[config.mk]
export PLATFORM = sky130hd
export DESIGN_NAME = ds_dac_ctrl
export DESIGN_NICKNAME = d
export VERILOG_FILES = /design/src/rtl/ds_dac_pkg.sv /design/src/rtl/ds_sample_fifo.sv /design/src/rtl/ds_dac_ctrl.sv
export SDC_FILE = /design/constraint.sdc
export NUM_CORES = 1
export LEC_CHECK = 0
export BUFFER_PORTS_ARGS = -buffer_cell sky130_fd_sc_hd__buf_4
export CAP_MARGIN = 20
export CORE_UTILIZATION = 35
export DETAILED_ROUTE_END_ITERATION = 7
export PLACE_DENSITY = 0.5
export RECOVER_POWER = 50
export SYNTH_ARGS = -nofsm -noshare
export SYNTH_HDL_FRONTEND = slang
export SYNTH_SLANG_ARGS = --single-unit
export TNS_END_PERCENT = 5
[constraint.sdc]
create_clock -name clk50m -period 2.9 [get_ports clk50m]
set_input_delay 0.58 -clock clk50m [delete_from_list [all_inputs] [get_ports clk50m]]
set_output_delay 0.58 -clock clk50m [all_outputs]
set_load 0.02 [all_outputs]
[src/rtl/ds_dac_pkg.sv]
`default_nettype none
// +------------------------------------------------------------------+
// | ds_dac_pkg : shared types and constants for the DAC controller   |
// | Rev 1.0                                                          |
// +------------------------------------------------------------------+
package ds_dac_pkg;

  localparam int                   DS_DATA_W    = 16;
  localparam logic [DS_DATA_W-1:0] MIDSCALE     = DS_DATA_W'(2**(DS_DATA_W-1)-1);
  localparam logic [7:0]           UNDERRUN_MAX = 8'hFF;

  typedef enum logic [1:0] {
    IDLE      = 2'd0,
    RAMP_UP   = 2'd1,
    RUN       = 2'd2,
    RAMP_DOWN = 2'd3
  } ds_ctrl_state_t;

  function automatic logic [7:0] sat_inc8(input logic [7:0] v);
    return (v == UNDERRUN_MAX) ? v : v + 8'd1;
  endfunction

endpackage
`default_nettype wire

[src/rtl/ds_sample_fifo.sv]
`default_nettype none
// +------------------------------------------------------------------+
// | ds_sample_fifo : show-ahead synchronous sample FIFO with flush   |
// | Rev 1.0                                                          |
// +------------------------------------------------------------------+
module ds_sample_fifo #(
  parameter int DATA_W     = 16,
  parameter int FIFO_DEPTH = 4
) (
  input  logic              clk50m,
  input  logic              rst,
  input  logic              push,
  input  logic              pop,
  input  logic              flush,
  input  logic [DATA_W-1:0] din,
  output logic [DATA_W-1:0] dout,
  output logic              full,
  output logic              empty
);

  localparam int c_AW = (FIFO_DEPTH > 1) ? $clog2(FIFO_DEPTH) : 1;

  logic [DATA_W-1:0] mem_q [FIFO_DEPTH];
  logic [c_AW-1:0]   wr_ptr_q;
  logic [c_AW-1:0]   rd_ptr_q;
  logic [c_AW:0]     count_q;
  logic              w_do_push;
  logic              w_do_pop;

  assign full      = (count_q == (c_AW+1)'(FIFO_DEPTH));
  assign empty     = (count_q == '0);
  assign dout      = mem_q[rd_ptr_q];
  // A pop on an empty FIFO is dropped, so a simultaneous push is still stored.
  assign w_do_push = push && !full;
  assign w_do_pop  = pop && !empty;

  always_ff @(posedge clk50m) begin
    if (w_do_push && !flush && !rst) begin
      mem_q[wr_ptr_q] <= din;
    end
  end

  always_ff @(posedge clk50m) begin
    if (rst || flush) begin
      wr_ptr_q <= '0;
      rd_ptr_q <= '0;
      count_q  <= '0;
    end else begin
      if (w_do_push) wr_ptr_q <= wr_ptr_q + c_AW'(1);
      if (w_do_pop)  rd_ptr_q <= rd_ptr_q + c_AW'(1);
      case ({w_do_push, w_do_pop})
        2'b10:   count_q <= count_q + (c_AW+1)'(1);
        2'b01:   count_q <= count_q - (c_AW+1)'(1);
        default: count_q <= count_q;
      endcase
    end
  end

endmodule
`default_nettype wire

[src/rtl/ds_dac_ctrl.sv]
`default_nettype none
// +------------------------------------------------------------------+
// | ds_dac_ctrl : sample-rate controller with pop-free ramp start/stop|
// | Rev 1.0                                                          |
// +------------------------------------------------------------------+
module ds_dac_ctrl
  import ds_dac_pkg::*;
#(
  parameter int                DATA_W     = 16,
  parameter int                DIV_W      = 16,
  parameter int                FIFO_DEPTH = 4,
  parameter logic [DATA_W-1:0] RAMP_STEP  = 16'h0400
) (
  input  logic              clk50m,
  input  logic              rst,
  input  logic              en,
  input  logic [DIV_W-1:0]  rate_div,
  input  logic [DATA_W-1:0] s_data,
  input  logic              s_valid,
  output logic              s_ready,
  output logic [DATA_W-1:0] dac_din,
  output logic              dac_clk_enable,
  output logic              busy,
  output logic              underrun,
  output logic [7:0]        underrun_cnt
);

  localparam logic [DATA_W-1:0] c_MIDSCALE = {1'b0, {(DATA_W-1){1'b1}}};

  ds_ctrl_state_t    state_q;
  logic [DATA_W-1:0] dac_din_q;
  logic [DIV_W-1:0]  div_cnt_q;
  logic [DIV_W-1:0]  rate_q;
  logic              underrun_q;
  logic [7:0]        underrun_cnt_q;

  logic              w_tick;
  logic              w_active;
  logic [DATA_W:0]   w_up_sum;
  logic              w_fifo_push;
  logic              w_fifo_pop;
  logic              w_fifo_flush;
  logic [DATA_W-1:0] w_fifo_dout;
  logic              w_fifo_full;
  logic              w_fifo_empty;

  assign w_active     = (state_q == RAMP_UP) || (state_q == RUN);
  assign w_tick       = (state_q != IDLE) && (div_cnt_q == rate_q);
  assign w_up_sum     = {1'b0, dac_din_q} + {1'b0, RAMP_STEP};
  assign s_ready      = w_active && !w_fifo_full;
  assign w_fifo_push  = s_valid && s_ready;
  assign w_fifo_pop   = (state_q == RUN) && en && w_tick;
  assign w_fifo_flush = w_active && !en;

  assign dac_din        = dac_din_q;
  assign dac_clk_enable = (state_q != IDLE);
  assign busy           = (state_q != IDLE);
  assign underrun       = underrun_q;
  assign underrun_cnt   = underrun_cnt_q;

  ds_sample_fifo #(
    .DATA_W     (DATA_W),
    .FIFO_DEPTH (FIFO_DEPTH)
  ) u_fifo (
    .clk50m (clk50m),
    .rst    (rst),
    .push   (w_fifo_push),
    .pop    (w_fifo_pop),
    .flush  (w_fifo_flush),
    .din    (s_data),
    .dout   (w_fifo_dout),
    .full   (w_fifo_full),
    .empty  (w_fifo_empty)
  );

  always_ff @(posedge clk50m) begin
    if (rst) begin
      state_q        <= IDLE;
      dac_din_q      <= '0;
      div_cnt_q      <= '0;
      rate_q         <= '0;
      underrun_q     <= 1'b0;
      underrun_cnt_q <= '0;
    end else begin
      underrun_q <= 1'b0;
      if (state_q != IDLE) begin
        div_cnt_q <= w_tick ? '0 : div_cnt_q + DIV_W'(1);
      end
      case (state_q)
        IDLE: begin
          div_cnt_q <= '0;
          if (en) begin
            state_q        <= RAMP_UP;
            rate_q         <= rate_div;
            underrun_cnt_q <= '0;
          end
        end
        RAMP_UP: begin
          // Stop request wins over a coincident tick; the ramp continues from here.
          if (!en) begin
            state_q <= RAMP_DOWN;
          end else if (w_tick) begin
            if (w_up_sum >= {1'b0, c_MIDSCALE}) begin
              dac_din_q <= c_MIDSCALE;
              state_q   <= RUN;
            end else begin
              dac_din_q <= w_up_sum[DATA_W-1:0];
            end
          end
        end
        RUN: begin
          if (!en) begin
            state_q <= RAMP_DOWN;
          end else if (w_tick) begin
            if (!w_fifo_empty) begin
              dac_din_q <= w_fifo_dout;
            end else begin
              underrun_q     <= 1'b1;
              underrun_cnt_q <= sat_inc8(underrun_cnt_q);
            end
          end
        end
        RAMP_DOWN: begin
          if (w_tick) begin
            if (dac_din_q <= RAMP_STEP) begin
              dac_din_q <= '0;
              state_q   <= IDLE;
            end else begin
              dac_din_q <= dac_din_q - RAMP_STEP;
            end
          end
        end
        default: state_q <= IDLE;
      endcase
    end
  end

endmodule
`default_nettype wire

==> results.txt <==
- Clock-pin slew was measured on the worst setup and hold paths at 0.06 ns.
* Post-synthesis instance area: between 5000 and 6000 um2
- Area used by sequential logic in the layout: 3280 um2
- Number of rows in the core area: 47
- Once detail routing completed, the nets flagged for antenna violations numbered 0.
* Die Width: between 100 and 150 um
* Fin cells: between 800 and 900
- The final count of pins violating max slew is 0.
- Worst Setup Start Kind: register
- Portion of synthesized cell area occupied by the leading cell type: 0.323
* R2R Path Start: div_cnt_q[7]
* Async set-or-reset flop fraction in the synthesized netlist: 0
- Critical path endpoint category: register
- Dividing the final minimum period by the clock period gives 0.927.
* Max VDD drop: between 0.0004 and 0.0005 V
- Maximum clock frequency: 0.372 GHz
- Post-Syn Nets: roughly 580
- Total number of clock tree sinks: ~130
* Buffers added on ports: 63
- Pre-CTS setup slack: between 0.04 and 0.05 ns
- After detailed routing, the average wire length per cell comes to 16.1 um.
- Hold path start: rate_div[1]
- Final Hold Vio Count: 0
- Antenna violations before repair: 0
- The worst register-to-register path ends at u_fifo.count_q[2].
- The first detailed-routing pass took 4 iterations.
- In the global route stage, overall resource usage came out at 0.161.
- P&R area growth vs syn: 20.2%
- After global routing the overflow that remains totals 0.
* Power per Cell Area: approximately 860 nW/um2
* Endpoint of the worst hold-timing path: rate_q[1]
- For this run, the leading register cell type out of synthesis is dfxtp_1.
- Launching instance or port of the critical path: div_cnt_q[7]
* Vias in the first global route: about 4100
- The detailed router finished its first iteration with about 260 violations.
* Gp weighted congestion: 0.783
- Avg Vias per Cell: roughly 5.0
* Count of flip-flops with a built-in enable after synthesis: between 60 and 70
* Number of nets in the layout: about 660
- The min-delay analysis places its worst path in the category input pin to register.
- Synthesis inferred approximately 130 register bits.
* Logic depth of the worst register-to-register path: 11
- After detailed placement, the design holds a cell count of 801.
* Clk_lat worst skew: between 0.4 and 0.5 ns
- Number of distinct library cells after synthesis: 67
* Layout filler cell count: about 1600
* Cell depth of the worst hold path: 3
* Setup repair after global routing missed its margin: false
- TritonCTS built the clock tree.
- Most used cells in the layout excluding fill and tap cells: 68 x dfxtp_1, 67 x nand2_1, 64 x edfxtp_1
- Total chip power: ~6.1 mW
- Summing all multi-input logic gate instances after layout gives 2470 um2.
* CP max-delay cell: fa_1
- Gate count of the mapped netlist: 524
- Clock tree buffer depth: 2
* Routed wire length: roughly 13000 um
- Clock root cell: clkbuf_16
- Result of the run: finished, final reports clean
* Top cells by area in the synthesized netlist: edfxtp_1 32%, dfxtp_1 23%, mux4_2 6.1%
* Cts bufs inserted: 17
- Clock skew on the completed layout was measured at between 0.015 and 0.02 ns.
- Across the run, the number of max-cap violations was 0.
* Worst slew margin relative to its limit: 0.488
* First-pass GRT wire length: 21600 um
* Number of buffers added to fix hold violations after cts: 0
- CTS built an H-tree with a depth of 4.
- Summed over all nets, the half-perimeter wirelength after detailed placement is just over 9000 um.
- Final total negative setup slack: 0 ns
* Fraction of the yosys area taken by sequential cells: 0.551
- After detailed routing, the number of remaining DRC violations is 0.
- Entering global routing, the biggest net connects 37 pins.
- Worst-path fanout max: 5
- 64 I/O pins were placed.
* Ant diodes: 0
- Setup violations remaining at the end of the flow were counted as 0.
- Most common cell after layout, fill and taps aside: dfxtp_1
- The largest single stage delay on the critical path is roughly 0.37 ns.
- Minimum setup slack among reg-to-reg paths: between 0.2 and 0.25 ns
- STA puts the critical path data arrival time at about 3 ns.
* Slack of the critical path: about 0.21 ns
- Number of vias after detailed routing: 4185
- Share of cells above drive strength 1: 0.170
- Cell breakdown of the critical path: xor2_1 -> nor4_2 -> nand4_1 -> clkbuf_1 -> nor4_4 -> ha_1 -> inv_1 -> fa_1 -> xor2_1 -> or3_1 -> a21oi_1
* Data required time of the critical path: around 3.3 ns
* Average instance area after synthesis: 11.4 um2
- Die Height: 132 um
* Library cell occupying the most area in the post-synthesis netlist: edfxtp_1
- Kind of critical path: register to register
- Yosys printed 0 warnings.
* Least-Margin Pin Slew: between 0.7 and 0.8 ns
* Critical path's most frequent cell: xor2_1
- Reported leakage power: roughly 2.5 nW
- The die covers between 15000 and 20000 um2.
* Std-Cell Core Area: around 17000 um2
- Starting Density: 0.359
* Final critical delay including setup and external delays: roughly 2.7 ns
[flip-flops by register name, summed over array words and instances (netlist names), 2 cells and up, named ones only]
name             count
rate_q              16
u_fifo.mem_q        64
u_fifo.count_q       3
u_fifo.rd_ptr_q      2
dac_din             16
underrun_cnt         8
state_q              2
div_cnt_q           16
u_fifo.wr_ptr_q      2
[worst max-delay path: cells and delay by family, from the launching register on]
| kind | cells | cell delay [ns] |
|---|---|---|
| DFF | 1 | 0.36 |
| adders and majority gates | 2 | 0.59 |
| AOI/OAI and AO/OA | 1 | 0.13 |
| buffers and inverters | 2 | 0.23 |
| xor gates and xnor gates | 2 | 0.34 |
| and+or+nand+nor | 4 | 0.96 |
[kinds of logic after synthesis]
logic type      count (synthesis)  share of synthesized area
compound gates                 97                      0.119
xor+xnor                       39                     0.0574
fa+ha+maj                      16                     0.0349
buf+inv                        51                     0.0357
flops                         132                      0.551
mux                            16                     0.0605
simple gates                  173                      0.141
[per-stage QoR]
| step | utilization | area (um2) | hold slack [ns] |
|---|---|---|---|
| finish | 0.431 | 7150 | 0.414 |
| global route | 0.431 | 7150 | 0.404 |
| CTS | 0.439 | 7280 | 0.342 |
| global placement | 0.406 | 6730 | 0.458 |
| detailed placement | 0.406 | 6730 | 0.464 |
| floorplan | - | 5950 | 0.448 |
[power breakdown]
| part | switching (mW) | internal [mW] | leakage (nW) | total, mW |
|---|---|---|---|---|
| Sequential | 0.149 | 2.14 | 1.13 | 2.29 |
| Clock | 0.838 | 1.19 | 0.263 | 2.03 |
| Combinational | 1.13 | 0.677 | 1.12 | 1.81 |
[cell type report]
cell class,instances,share of cell area
multi-input combinational,341,0.345
sequential,132,0.459
inverter,27,0.0142
clock buffer,19,0.0605
clock inverter,13,0.0175
timing repair buffer,84,0.0651
tap,220,0.0385
[Yosys cell counts, types with 7 or more instances]
cell type,number
a21oi_1,29
a221oi_1,13
and2_1,9
clkbuf_1,18
dfxtp_1,68
edfxtp_1,64
ha_1,15
inv_1,27
mux4_2,16
nand2_1,67
nand3_1,9
nand4_1,7
nor2_1,43
o21ai_0,9
xnor2_1,13
xor2_1,26
[layer usage]
layer | GRT usage | vias up | part of all wire
li1 | - | 2065 | -
met5 | 0 | - | 0
met3 | 0.0444 | 11 | 0.048
met4 | 0.0562 | 0 | 0.012
met1 | 0.206 | 2019 | 0.47
met2 | 0.260 | 90 | 0.47
[what timing repair did]
action	4_1_cts	5_1_grt
gates resized for setup	0	2
buffers inserted	0	3
endpoints found under the setup margin	0	8
[worst max-delay path by stage]
| stage | slack, ns | end | depth (start not counted) |
|---|---|---|---|
| after global placement | 0.14 | u_fifo.count_q[2] | 10 |
| after CTS | 0.04 | u_fifo.count_q[2] | 10 |
| after detailed placement | 0.05 | u_fifo.count_q[2] | 10 |
| final | 0.21 | u_fifo.count_q[2] | 11 |
| after global routing | 0.03 | u_fifo.count_q[2] | 11 |
| after floorplan | 0.18 | u_fifo.count_q[2] | 12 |
Power figures use the tool's default switching activity.
